### config.mk
export PLATFORM = sky130hd
export DESIGN_NAME = axi_lite2mem
export DESIGN_NICKNAME = d
export VERILOG_FILES = /design/src/rtl/axi_lite2mem_pkg.sv /design/src/rtl/axi_lite2mem.sv
export SDC_FILE = /design/constraint.sdc
export NUM_CORES = 1
export LEC_CHECK = 0
export CORE_ASPECT_RATIO = 0.8
export CORE_MARGIN = 4
export CORE_UTILIZATION = 48
export CTS_CLUSTER_DIAMETER = 50
export DETAILED_ROUTE_END_ITERATION = 16
export PLACE_DENSITY = 0.81
export SYNTH_ARGS = -nofsm -noshare
export SYNTH_HDL_FRONTEND = slang
export SYNTH_SLANG_ARGS = --single-unit
### constraint.sdc
create_clock -name clk -period 2.2 [get_ports clk]
set_input_delay 0.22 -clock clk [delete_from_list [all_inputs] [get_ports clk]]
set_output_delay 0.22 -clock clk [all_outputs]
set_load 0.03 [all_outputs]
### src/rtl/axi_lite2mem_pkg.sv
// Shared types and helpers for the AXI-Lite to native memory bridge.
//   state_t       : bridge FSM states
//   grant_t       : last side granted by the read/write round-robin
//   RESP_*        : AXI response encodings
//   addr_in_range : word-aligned window decode
package axi_lite2mem_pkg;

  typedef enum logic [2:0] {
    IDLE   = 3'd0,
    MEM_RD = 3'd1,
    MEM_WR = 3'd2,
    RESP_R = 3'd3,
    RESP_B = 3'd4
  } state_t;

  typedef enum logic {
    READ  = 1'b0,
    WRITE = 1'b1
  } grant_t;

  localparam logic [1:0] RESP_OKAY   = 2'b00;
  localparam logic [1:0] RESP_SLVERR = 2'b10;

  // Offset-based compare so a window that ends at the top of the address space
  // and addresses below the base (which wrap to huge offsets) both decode right.
  function automatic logic addr_in_range(input logic [31:0] addr,
                                         input logic [31:0] base,
                                         input logic [31:0] size);
    logic [31:0] offset;
    offset = (addr & 32'hFFFF_FFFC) - base;
    return (offset < size);
  endfunction

endpackage

### src/rtl/axi_lite2mem.sv
// AXI-Lite slave that turns one AXI-Lite read or write at a time into a
// native mem_valid/mem_ready request. Reads and writes are arbitrated
// round-robin, addresses outside [ADDR_BASE, ADDR_BASE+ADDR_SIZE) get SLVERR
// without touching memory, and a stalled memory is abandoned after
// TIMEOUT_CYCLES wait cycles (0 disables the timeout).
// Ports:
//   clk, resetn           : clock, asynchronous active-low reset
//   s_axi_aw*/w*/b*       : AXI-Lite write address, data and response channels
//   s_axi_ar*/r*          : AXI-Lite read address and data channels
//   mem_valid/mem_ready   : native request handshake
//   mem_addr/wdata/wstrb  : native request payload (wstrb 0 = read)
//   mem_rdata             : native read data, taken when mem_valid && mem_ready
//   mem_instr             : always 0 (data-side requester)
module axi_lite2mem
  import axi_lite2mem_pkg::*;
#(
  parameter logic [31:0] ADDR_BASE      = 32'h0000_0000,
  parameter logic [31:0] ADDR_SIZE      = 32'h0001_0000,
  parameter int unsigned TIMEOUT_CYCLES = 32'd256
) (
  input  logic        clk,
  input  logic        resetn,
  input  logic [31:0] s_axi_awaddr,
  input  logic        s_axi_awvalid,
  output logic        s_axi_awready,
  input  logic [31:0] s_axi_wdata,
  input  logic [3:0]  s_axi_wstrb,
  input  logic        s_axi_wvalid,
  output logic        s_axi_wready,
  output logic [1:0]  s_axi_bresp,
  output logic        s_axi_bvalid,
  input  logic        s_axi_bready,
  input  logic [31:0] s_axi_araddr,
  input  logic        s_axi_arvalid,
  output logic        s_axi_arready,
  output logic [31:0] s_axi_rdata,
  output logic [1:0]  s_axi_rresp,
  output logic        s_axi_rvalid,
  input  logic        s_axi_rready,
  output logic        mem_valid,
  output logic        mem_instr,
  input  logic        mem_ready,
  output logic [31:0] mem_addr,
  output logic [31:0] mem_wdata,
  output logic [3:0]  mem_wstrb,
  input  logic [31:0] mem_rdata
);

  state_t      state_r, state_n;
  grant_t      last_grant_r, last_grant_n;
  logic        aw_full_r, w_full_r;
  logic [31:0] awaddr_r, wdata_r;
  logic [3:0]  wstrb_r;
  logic [31:0] tmo_cnt_r, tmo_cnt_n;
  logic        mem_valid_r, mem_valid_n;
  logic [31:0] mem_addr_r, mem_addr_n, mem_wdata_r, mem_wdata_n;
  logic [3:0]  mem_wstrb_r, mem_wstrb_n;
  logic        rvalid_r, rvalid_n, bvalid_r, bvalid_n;
  logic [31:0] rdata_r, rdata_n;
  logic [1:0]  rresp_r, rresp_n, bresp_r, bresp_n;
  logic        wr_pend_s, rd_grant_s, wr_grant_s, wr_take_s, timeout_s;
  logic        idle_s, awready_s, wready_s;

  // A write competes only once both halves are held; a contest goes to the
  // side that did not win last time.
  assign idle_s     = (state_r == IDLE);
  assign wr_pend_s  = aw_full_r && w_full_r;
  assign rd_grant_s = s_axi_arvalid && (!wr_pend_s || (last_grant_r == WRITE));
  assign wr_grant_s = wr_pend_s && (!s_axi_arvalid || (last_grant_r == READ));
  assign awready_s  = !aw_full_r && idle_s;
  assign wready_s   = !w_full_r && idle_s;
  // The counter holds the number of completed wait cycles, so reaching
  // TIMEOUT_CYCLES-1 here means this is the last cycle mem_valid may be high.
  assign timeout_s  = (TIMEOUT_CYCLES != 32'd0) && (tmo_cnt_r == (TIMEOUT_CYCLES - 32'd1));

  assign s_axi_awready = awready_s;
  assign s_axi_wready  = wready_s;
  assign s_axi_arready = idle_s && rd_grant_s;
  assign s_axi_bvalid  = bvalid_r;
  assign s_axi_bresp   = bresp_r;
  assign s_axi_rvalid  = rvalid_r;
  assign s_axi_rdata   = rdata_r;
  assign s_axi_rresp   = rresp_r;
  assign mem_valid     = mem_valid_r;
  assign mem_addr      = mem_addr_r;
  assign mem_wdata     = mem_wdata_r;
  assign mem_wstrb     = mem_wstrb_r;
  assign mem_instr     = 1'b0;

  // AW and W holding registers, filled independently, emptied when the write is granted.
  always_ff @(posedge clk or negedge resetn) begin
    if (!resetn) begin
      aw_full_r <= 1'b0;
      w_full_r  <= 1'b0;
      awaddr_r  <= 32'h0;
      wdata_r   <= 32'h0;
      wstrb_r   <= 4'h0;
    end else begin
      if (s_axi_awvalid && awready_s) begin
        aw_full_r <= 1'b1;
        awaddr_r  <= s_axi_awaddr;
      end else if (wr_take_s) begin
        aw_full_r <= 1'b0;
      end
      if (s_axi_wvalid && wready_s) begin
        w_full_r <= 1'b1;
        wdata_r  <= s_axi_wdata;
        wstrb_r  <= s_axi_wstrb;
      end else if (wr_take_s) begin
        w_full_r <= 1'b0;
      end
    end
  end

  // FSM state, arbitration history, timeout counter and registered outputs.
  always_ff @(posedge clk or negedge resetn) begin
    if (!resetn) begin
      state_r      <= IDLE;
      last_grant_r <= WRITE;
      tmo_cnt_r    <= 32'h0;
      mem_valid_r  <= 1'b0;
      mem_addr_r   <= 32'h0;
      mem_wdata_r  <= 32'h0;
      mem_wstrb_r  <= 4'h0;
      rvalid_r     <= 1'b0;
      rdata_r      <= 32'h0;
      rresp_r      <= 2'b00;
      bvalid_r     <= 1'b0;
      bresp_r      <= 2'b00;
    end else begin
      state_r      <= state_n;
      last_grant_r <= last_grant_n;
      tmo_cnt_r    <= tmo_cnt_n;
      mem_valid_r  <= mem_valid_n;
      mem_addr_r   <= mem_addr_n;
      mem_wdata_r  <= mem_wdata_n;
      mem_wstrb_r  <= mem_wstrb_n;
      rvalid_r     <= rvalid_n;
      rdata_r      <= rdata_n;
      rresp_r      <= rresp_n;
      bvalid_r     <= bvalid_n;
      bresp_r      <= bresp_n;
    end
  end

  // Next-state and next-output logic; everything holds unless a branch changes it.
  always_comb begin
    state_n      = state_r;
    last_grant_n = last_grant_r;
    tmo_cnt_n    = tmo_cnt_r;
    mem_valid_n  = mem_valid_r;
    mem_addr_n   = mem_addr_r;
    mem_wdata_n  = mem_wdata_r;
    mem_wstrb_n  = mem_wstrb_r;
    rvalid_n     = rvalid_r;
    rdata_n      = rdata_r;
    rresp_n      = rresp_r;
    bvalid_n     = bvalid_r;
    bresp_n      = bresp_r;
    wr_take_s    = 1'b0;
    case (state_r)
      IDLE: begin
        if (rd_grant_s) begin
          last_grant_n = READ;
          if (addr_in_range(s_axi_araddr, ADDR_BASE, ADDR_SIZE)) begin
            state_n     = MEM_RD;
            mem_valid_n = 1'b1;
            mem_addr_n  = {s_axi_araddr[31:2], 2'b00};
            mem_wdata_n = 32'h0;
            mem_wstrb_n = 4'h0;
            tmo_cnt_n   = 32'h0;
          end else begin
            state_n  = RESP_R;
            rvalid_n = 1'b1;
            rdata_n  = 32'h0;
            rresp_n  = RESP_SLVERR;
          end
        end else if (wr_grant_s) begin
          last_grant_n = WRITE;
          wr_take_s    = 1'b1;
          if (!addr_in_range(awaddr_r, ADDR_BASE, ADDR_SIZE)) begin
            state_n  = RESP_B;
            bvalid_n = 1'b1;
            bresp_n  = RESP_SLVERR;
          end else if (wstrb_r == 4'h0) begin
            // A zero-strobe write would look like a read on the native side.
            state_n  = RESP_B;
            bvalid_n = 1'b1;
            bresp_n  = RESP_OKAY;
          end else begin
            state_n     = MEM_WR;
            mem_valid_n = 1'b1;
            mem_addr_n  = {awaddr_r[31:2], 2'b00};
            mem_wdata_n = wdata_r;
            mem_wstrb_n = wstrb_r;
            tmo_cnt_n   = 32'h0;
          end
        end else begin
          state_n = IDLE;
        end
      end
      MEM_RD: begin
        if (mem_ready) begin
          mem_valid_n = 1'b0;
          state_n     = RESP_R;
          rvalid_n    = 1'b1;
          rdata_n     = mem_rdata;
          rresp_n     = RESP_OKAY;
        end else if (timeout_s) begin
          mem_valid_n = 1'b0;
          state_n     = RESP_R;
          rvalid_n    = 1'b1;
          rdata_n     = 32'h0;
          rresp_n     = RESP_SLVERR;
        end else begin
          tmo_cnt_n = tmo_cnt_r + 32'd1;
        end
      end
      MEM_WR: begin
        if (mem_ready) begin
          mem_valid_n = 1'b0;
          state_n     = RESP_B;
          bvalid_n    = 1'b1;
          bresp_n     = RESP_OKAY;
        end else if (timeout_s) begin
          mem_valid_n = 1'b0;
          state_n     = RESP_B;
          bvalid_n    = 1'b1;
          bresp_n     = RESP_SLVERR;
        end else begin
          tmo_cnt_n = tmo_cnt_r + 32'd1;
        end
      end
      RESP_R: begin
        if (s_axi_rready) begin
          rvalid_n = 1'b0;
          state_n  = IDLE;
        end else begin
          rvalid_n = 1'b1;
        end
      end
      RESP_B: begin
        if (s_axi_bready) begin
          bvalid_n = 1'b0;
          state_n  = IDLE;
        end else begin
          bvalid_n = 1'b1;
        end
      end
      default: begin
        state_n     = IDLE;
        mem_valid_n = 1'b0;
        rvalid_n    = 1'b0;
        bvalid_n    = 1'b0;
      end
    endcase
  end

endmodule
==> results.toml, run 1 <==
[outcome]
status = "finished clean"

[sta]
setup_tns_ns = 0
setup_violations = 0
slew_violations = 0
hold_violations = 0
rsz0062_at_grt = "false"
skew_ns = 0.00890
period_share_pct = 96.8
fmax_mhz = 470
slew_headroom_pct = 55.8
worst_pin_slew_ns = 0.663
layout_min_cycle_time_ns = 2.13

[yosys]
yosysMostFrequentCell = "dfrtp_1"
synth_commonest_cells = "dfrtp_1 (206), nand2_1 (123), mux2_2 (67)"
synth.distinct_cells = 56
synth_area_leaders = "dfrtp_1 (59%), mux2_2 (8.7%), nand2_1 (5.3%), a22o_1 (3.2%), nand3_1 (2.8%)"
synth.largest_area_cell = "dfrtp_1"
netlist_instances = 771
ys_warn_count = 0
seq_area_frac_synth_pct = 59.4
syn_area_um2 = 8720
synth_flop_cell = "dfrtp_1"
ys_ff_latch = 207
synth-edff-count = 0
async_flop_share_pct = 100
netlist.area_leader.share_pct = 59.1
syn-mean-instance-area_um2 = 11.3

[min_path]
hold_path_end = "w_full_r"
min_path_cells = 3
hp-class = "in -> reg"
hp-start = "s_axi_wvalid"

[cts]
cts_tree = "yes"
path_clk_slew_ns = 0.06
clockRootBuffer = "clkbuf_16"
cts_buffer_depth = 3
clock_sinks = 207
clock_latency_ns = 0.49
htree_levels = 1
cts_buffers = 22

[power]
finalPower_mw = 13.1
p_sw_share_pct = 31.4
power.density_nw_per_um2 = 1060
ir_drop_uv = 687
power.leakage_nw = 5.56
intPower_mw = 8.96
power_frac_clock_pct = 29.2
pwr-share-seq_pct = 40.9
comb_power_share_pct = 29.8
p_sw_mw = 4.11

[cells_and_area]
antenna_cells = 0
drive_gt1_share_pct = 15.6
layout.nets = 1171
post-route-util_pct = 70.3
syn2layout_area_growth_pct = 41.8

[routing]
vias = 6976
drtPass1Iterations = 5
wirelength_um = 23200
ant_nets = 0
drc = 0
viasPerCell = 5.49
drt_iter0_drc = 491
routedWlPerCell_um = 18.3

[die]
initial_core_util_pct = 49.6
num_rows = 43
die_x_um = 159
dieArea_um2 = 20400
fp.dieH_um = 129
core-area_um2 = 17600
io_pins = 251

[global_route]
antenna_found_initial = 0
grt-ovfl-total = 0
gr-usage-all-layers_pct = 23.0
grt_pass1_wl_um = 38000
grt_max_degree = 78
grt_pass1_vias = 7331

[setup_path]
r2r_end = "tmo_cnt_r[9]"
reg2reg_from = "tmo_cnt_r[0]"
reg2regPathDepth = 7
crit_type = "reg -> out"
reg2reg_slack_ns = 0.09
crit_arrival_ns = 1.91
worstPathRequired_ns = 1.98
startpoint_type = "flop"
startpoint = "state_r[2]"
worstPathMaxFanout = 3
cp-end-kind = "output pin"

[placed_design]
portBuffers = 241
routabilityCongestion = 0.842
hpwl_um = 16200

[job]
maxCapViolCount = 0
registers in the layout, summed over array words and instances (netlist names):
signal	cells
mem_wstrb	4
awaddr_r	30
s_axi_bresp	1
wstrb_r	4
s_axi_rvalid	1
s_axi_rdata	32
s_axi_rresp	1
tmo_cnt_r	32
mem_valid	1
aw_full_r	1
s_axi_bvalid	1
mem_addr	30
w_full_r	1
wdata_r	32
last_grant_r	1
state_r	3
mem_wdata	32
logic make-up (layout without fill, tap and decap cells):
group / after synthesis / count (layout) / synth area share (%)
compound gates: 112 / 112 / 9.46
buf+inv: 59 / 330 / 3.63
other cells: 1 / 5 / 0.0430
fa+ha+maj: 1 / 1 / 0.143
mux: 68 / 68 / 8.77
flops: 207 / 207 / 59.4
xor+xnor: 14 / 14 / 1.41
simple gates: 309 / 309 / 17.1
metal layers:
layer / vias up / track usage [%] / share of wire (%)
li1: 3243 / - / -
met1: 3421 / 30.0 / 39
met2: 279 / 37.6 / 48
met3: 33 / 8.57 / 11
met4: 0 / 4.11 / 1.6
met5: - / 0 / 0
power by group through the flow:
stage          Combinational (mW)  Sequential (mW)  Clock, mW
3_5_place_dp                 3.91             5.40          0
3_3_place_gp                 3.79             5.34          0
6_report                     3.90             5.35       3.82
2_1_floorplan                2.02             5.75          0
5_1_grt                      4.24             5.46       4.07
4_1_cts                      3.92             5.34       3.91
critical path, stage by stage, from the launching register on:
cell             delay (ns)
dfrtp_1                0.37
or3_1                  0.45
nor2_1                 0.20
clkdlybuf4s15_1        0.40
how the worst max path moves through the flow:
stage | endpoint | slack [ns] | depth (start not counted)
after floorplan | awaddr_r[10] | 0.07 | 5
after global placement | tmo_cnt_r[29] | 0.1 | 8
after detailed placement | tmo_cnt_r[29] | 0.06 | 8
after CTS | s_axi_arready | 0.0003 | 5
after global routing | tmo_cnt_r[9] | 0.003 | 7
final | s_axi_awready | 0.07 | 3
what timing repair did:
item	in CTS	in global routing
cloned	0	0
resized for setup	2	7
setup endpoints to repair	2	16
setup buffers	0	1
hold buffers	1	0
endpoints found under the hold margin	69	0
pin swaps	0	1
metrics by stage:
| stage | instances | instance area [um2] | worst slack, ns | hold WS, ns |
|---|---|---|---|---|
| 5_1_grt | 1271 | 12400 | 0.00326 | 0.284 |
| 3_3_place_gp | 1229 | 11600 | 0.0972 | 0.301 |
| 3_5_place_dp | 1229 | 11600 | 0.0582 | 0.297 |
| 2_1_floorplan | 775 | 8740 | 0.0708 | -0.0756 |
| 6_report | 1271 | 12400 | 0.0711 | 0.281 |
| 4_1_cts | 1270 | 12300 | 0.000316 | 0.262 |
cells in the final DEF (no fill, tap or decap), types with 18 or more instances in the layout:
master and n:
a21oi_1 22, a22o_1 32, and2_1 18, buf_4 31, clkbuf_16 23, clkdlybuf4s50_1 237, dfrtp_1 206, mux2_2 67
nand2_1 123, nand3_1 49, nor2_1 44
area by class of cell:
type | count | area, um2
Clock buffer | 24 | 579
Sequential cell | 207 | 5180
Multi-Input combinational cell | 509 | 3280
Timing Repair Buffer | 282 | 2840
Inverter | 8 | 30.0
Tap cell | 225 | 282
Fill cell | 1252 | 5230
Clock inverter | 16 | 171
(Power assumes the default switching activity.)
==> run 2, diff against run 1 <==
Settings changed: CORE_MARGIN 4 to 2, CORE_UTILIZATION 48 to 34, PLACE_DENSITY 0.81 to default.
==> results.toml, run 2 (same netlist as run 1, synthesis figures left out) <==
[sta]
slew_headroom_pct = 38.0
setup_ws_ns = 0.0899
worst_pin_slew_ns = 0.927
slew_violations = 0
layout_min_cycle_time_ns = 2.11
skew_ns = 0.0212
fmax_mhz = 474
setup_violations = 0
hold_violations = 0
holdWs_ns = 0.183
period_share_pct = 95.9
setup_tns_ns = 0

[min_path]
hp-class = "in -> async"

[setup_path]
crit_chain = "ha_1 -> and4_1 -> nand4_1 -> nor2_2 -> buf_4 -> or4_1 -> a21oi_1"
cp-end-kind = "flop"
crit_family = "simple AND/OR/NAND/NOR gates"
crit_arrival_ns = 2.56
startpoint_type = "flop"
crit_type = "reg -> reg"
worstPathRequired_ns = 2.65
slowest_delay_ns = 0.51
crit_buf_inv = 1
cp_slowest_cell = "or4_1"
worstPathMaxFanout = 13

[placed_design]
dp.cells = 1334
routabilityCongestion = 0.787
portBuffers = 241
dp_slack_ns = -0.119
dpl_cell_area_um2 = 11800
hpwl_um = 16100

[job]
maxCapViolCount = 0

[power]
pwr-share-seq_pct = 40.1
comb_power_share_pct = 29.3
p_sw_share_pct = 31.4
p_sw_mw = 4.18
ir_drop_uv = 597
finalPower_mw = 13.3
power.leakage_nw = 5.61
power_frac_clock_pct = 30.6
intPower_mw = 9.13
power.density_nw_per_um2 = 1050

[die]
dieArea_um2 = 26900
fp.dieH_um = 147
die_x_um = 183
io_pins = 251
core-area_um2 = 25200
num_rows = 52
initial_core_util_pct = 34.5

[global_route]
antenna_found_initial = 0
grt-ovfl-total = 0
grt_pass1_vias = 7027
grt_pass1_wl_um = 37900
gr-usage-all-layers_pct = 17.5
grt_max_degree = 66

[cells_and_area]
instances_no_fill = 1381
layout.nets = 1180
final_cell_area_um2 = 12700
post-route-util_pct = 50.1
mostFrequentLayoutCell = "clkdlybuf4s50_1"
antenna_cells = 0
mostFrequentLayoutCells = "clkdlybuf4s50_1 (237), dfrtp_1 (206), nand2_1 (123)"
drive_gt1_share_pct = 16.7
syn2layout_area_growth_pct = 45.2

[routing]
routedWlPerCell_um = 16.9
wirelength_um = 23400
drc = 0
vias = 6848
drt_iter0_drc = 390
viasPerCell = 4.96
drtPass1Iterations = 4
ant_nets = 0

[cts]
htree_levels = 1
cts_tree = "yes"
clock_latency_ns = 0.54
clockRootBuffer = "clkbuf_16"
clock_sinks = 207
path_clk_slew_ns = 0.06
cts_buffers = 25
cts_buffer_depth = 3

[outcome]
status = "finished clean"
run 2: repair_timing:
action	in CTS	in global routing
pin swaps	1	1
resized for setup	6	12
setup endpoints to repair	3	54
endpoints found under the hold margin	45	0
hold buffers	1	0
setup buffers	1	0
run 2: worst register-to-register path: stages, from the launching register on:
cell     delay (ns)
dfrtp_1        0.40
ha_1           0.24
and4_1         0.24
nand4_1        0.21
nor2_2         0.08
buf_4          0.19
or4_1          0.51
a21oi_1        0.16
run 2: path summary, 6_finish.rpt:
path / from / to / slack [ns] / cells after the start
worst max register to register: tmo_cnt_r[0] / tmo_cnt_r[9] / 0.09 / 7
max in group asynchronous: resetn / mem_addr[20] / 1.29 / 3
worst max-delay path: tmo_cnt_r[0] / tmo_cnt_r[9] / 0.09 / 7
min in group clk: s_axi_araddr[6] / mem_addr[6] / 0.24 / 3
worst min register to register: mem_wdata[31] / mem_wdata[31] / 0.46 / 2
worst min-delay path: resetn / s_axi_rdata[27] / 0.18 / 2
run 2: power by group through the flow:
| stage | clock network (mW) | logic, mW | registers, mW |
|---|---|---|---|
| finish | 4.07 | 3.90 | 5.34 |
| detailed placement | 0 | 3.91 | 5.40 |
| CTS | 4.19 | 3.93 | 5.34 |
| global route | 4.36 | 4.26 | 5.46 |
| global placement | 0 | 3.87 | 5.36 |
| floorplan | 0 | 2.02 | 5.75 |
run 2: metal layers:
metal / GRT usage, % / vias to the layer above / share of wire (%) / wire (um)
met2: 26.6 / 217 / 44 / 10200
met4: 3.68 / 0 / 1.8 / 428
met1: 24.0 / 3335 / 45 / 10600
met5: 0 / - / 0 / 0
met3: 6.35 / 29 / 9.0 / 2120
li1: - / 3267 / - / -
run 2: layout make-up:
cell class                 instances  area, um2
multi-input combinational        509       3300
timing repair buffer             288       2920
sequential                       207       5180
fill                            2277      12600
clock buffer                      33        676
tap                              324        405
inverter                           8       30.0
clock inverter                    12        143
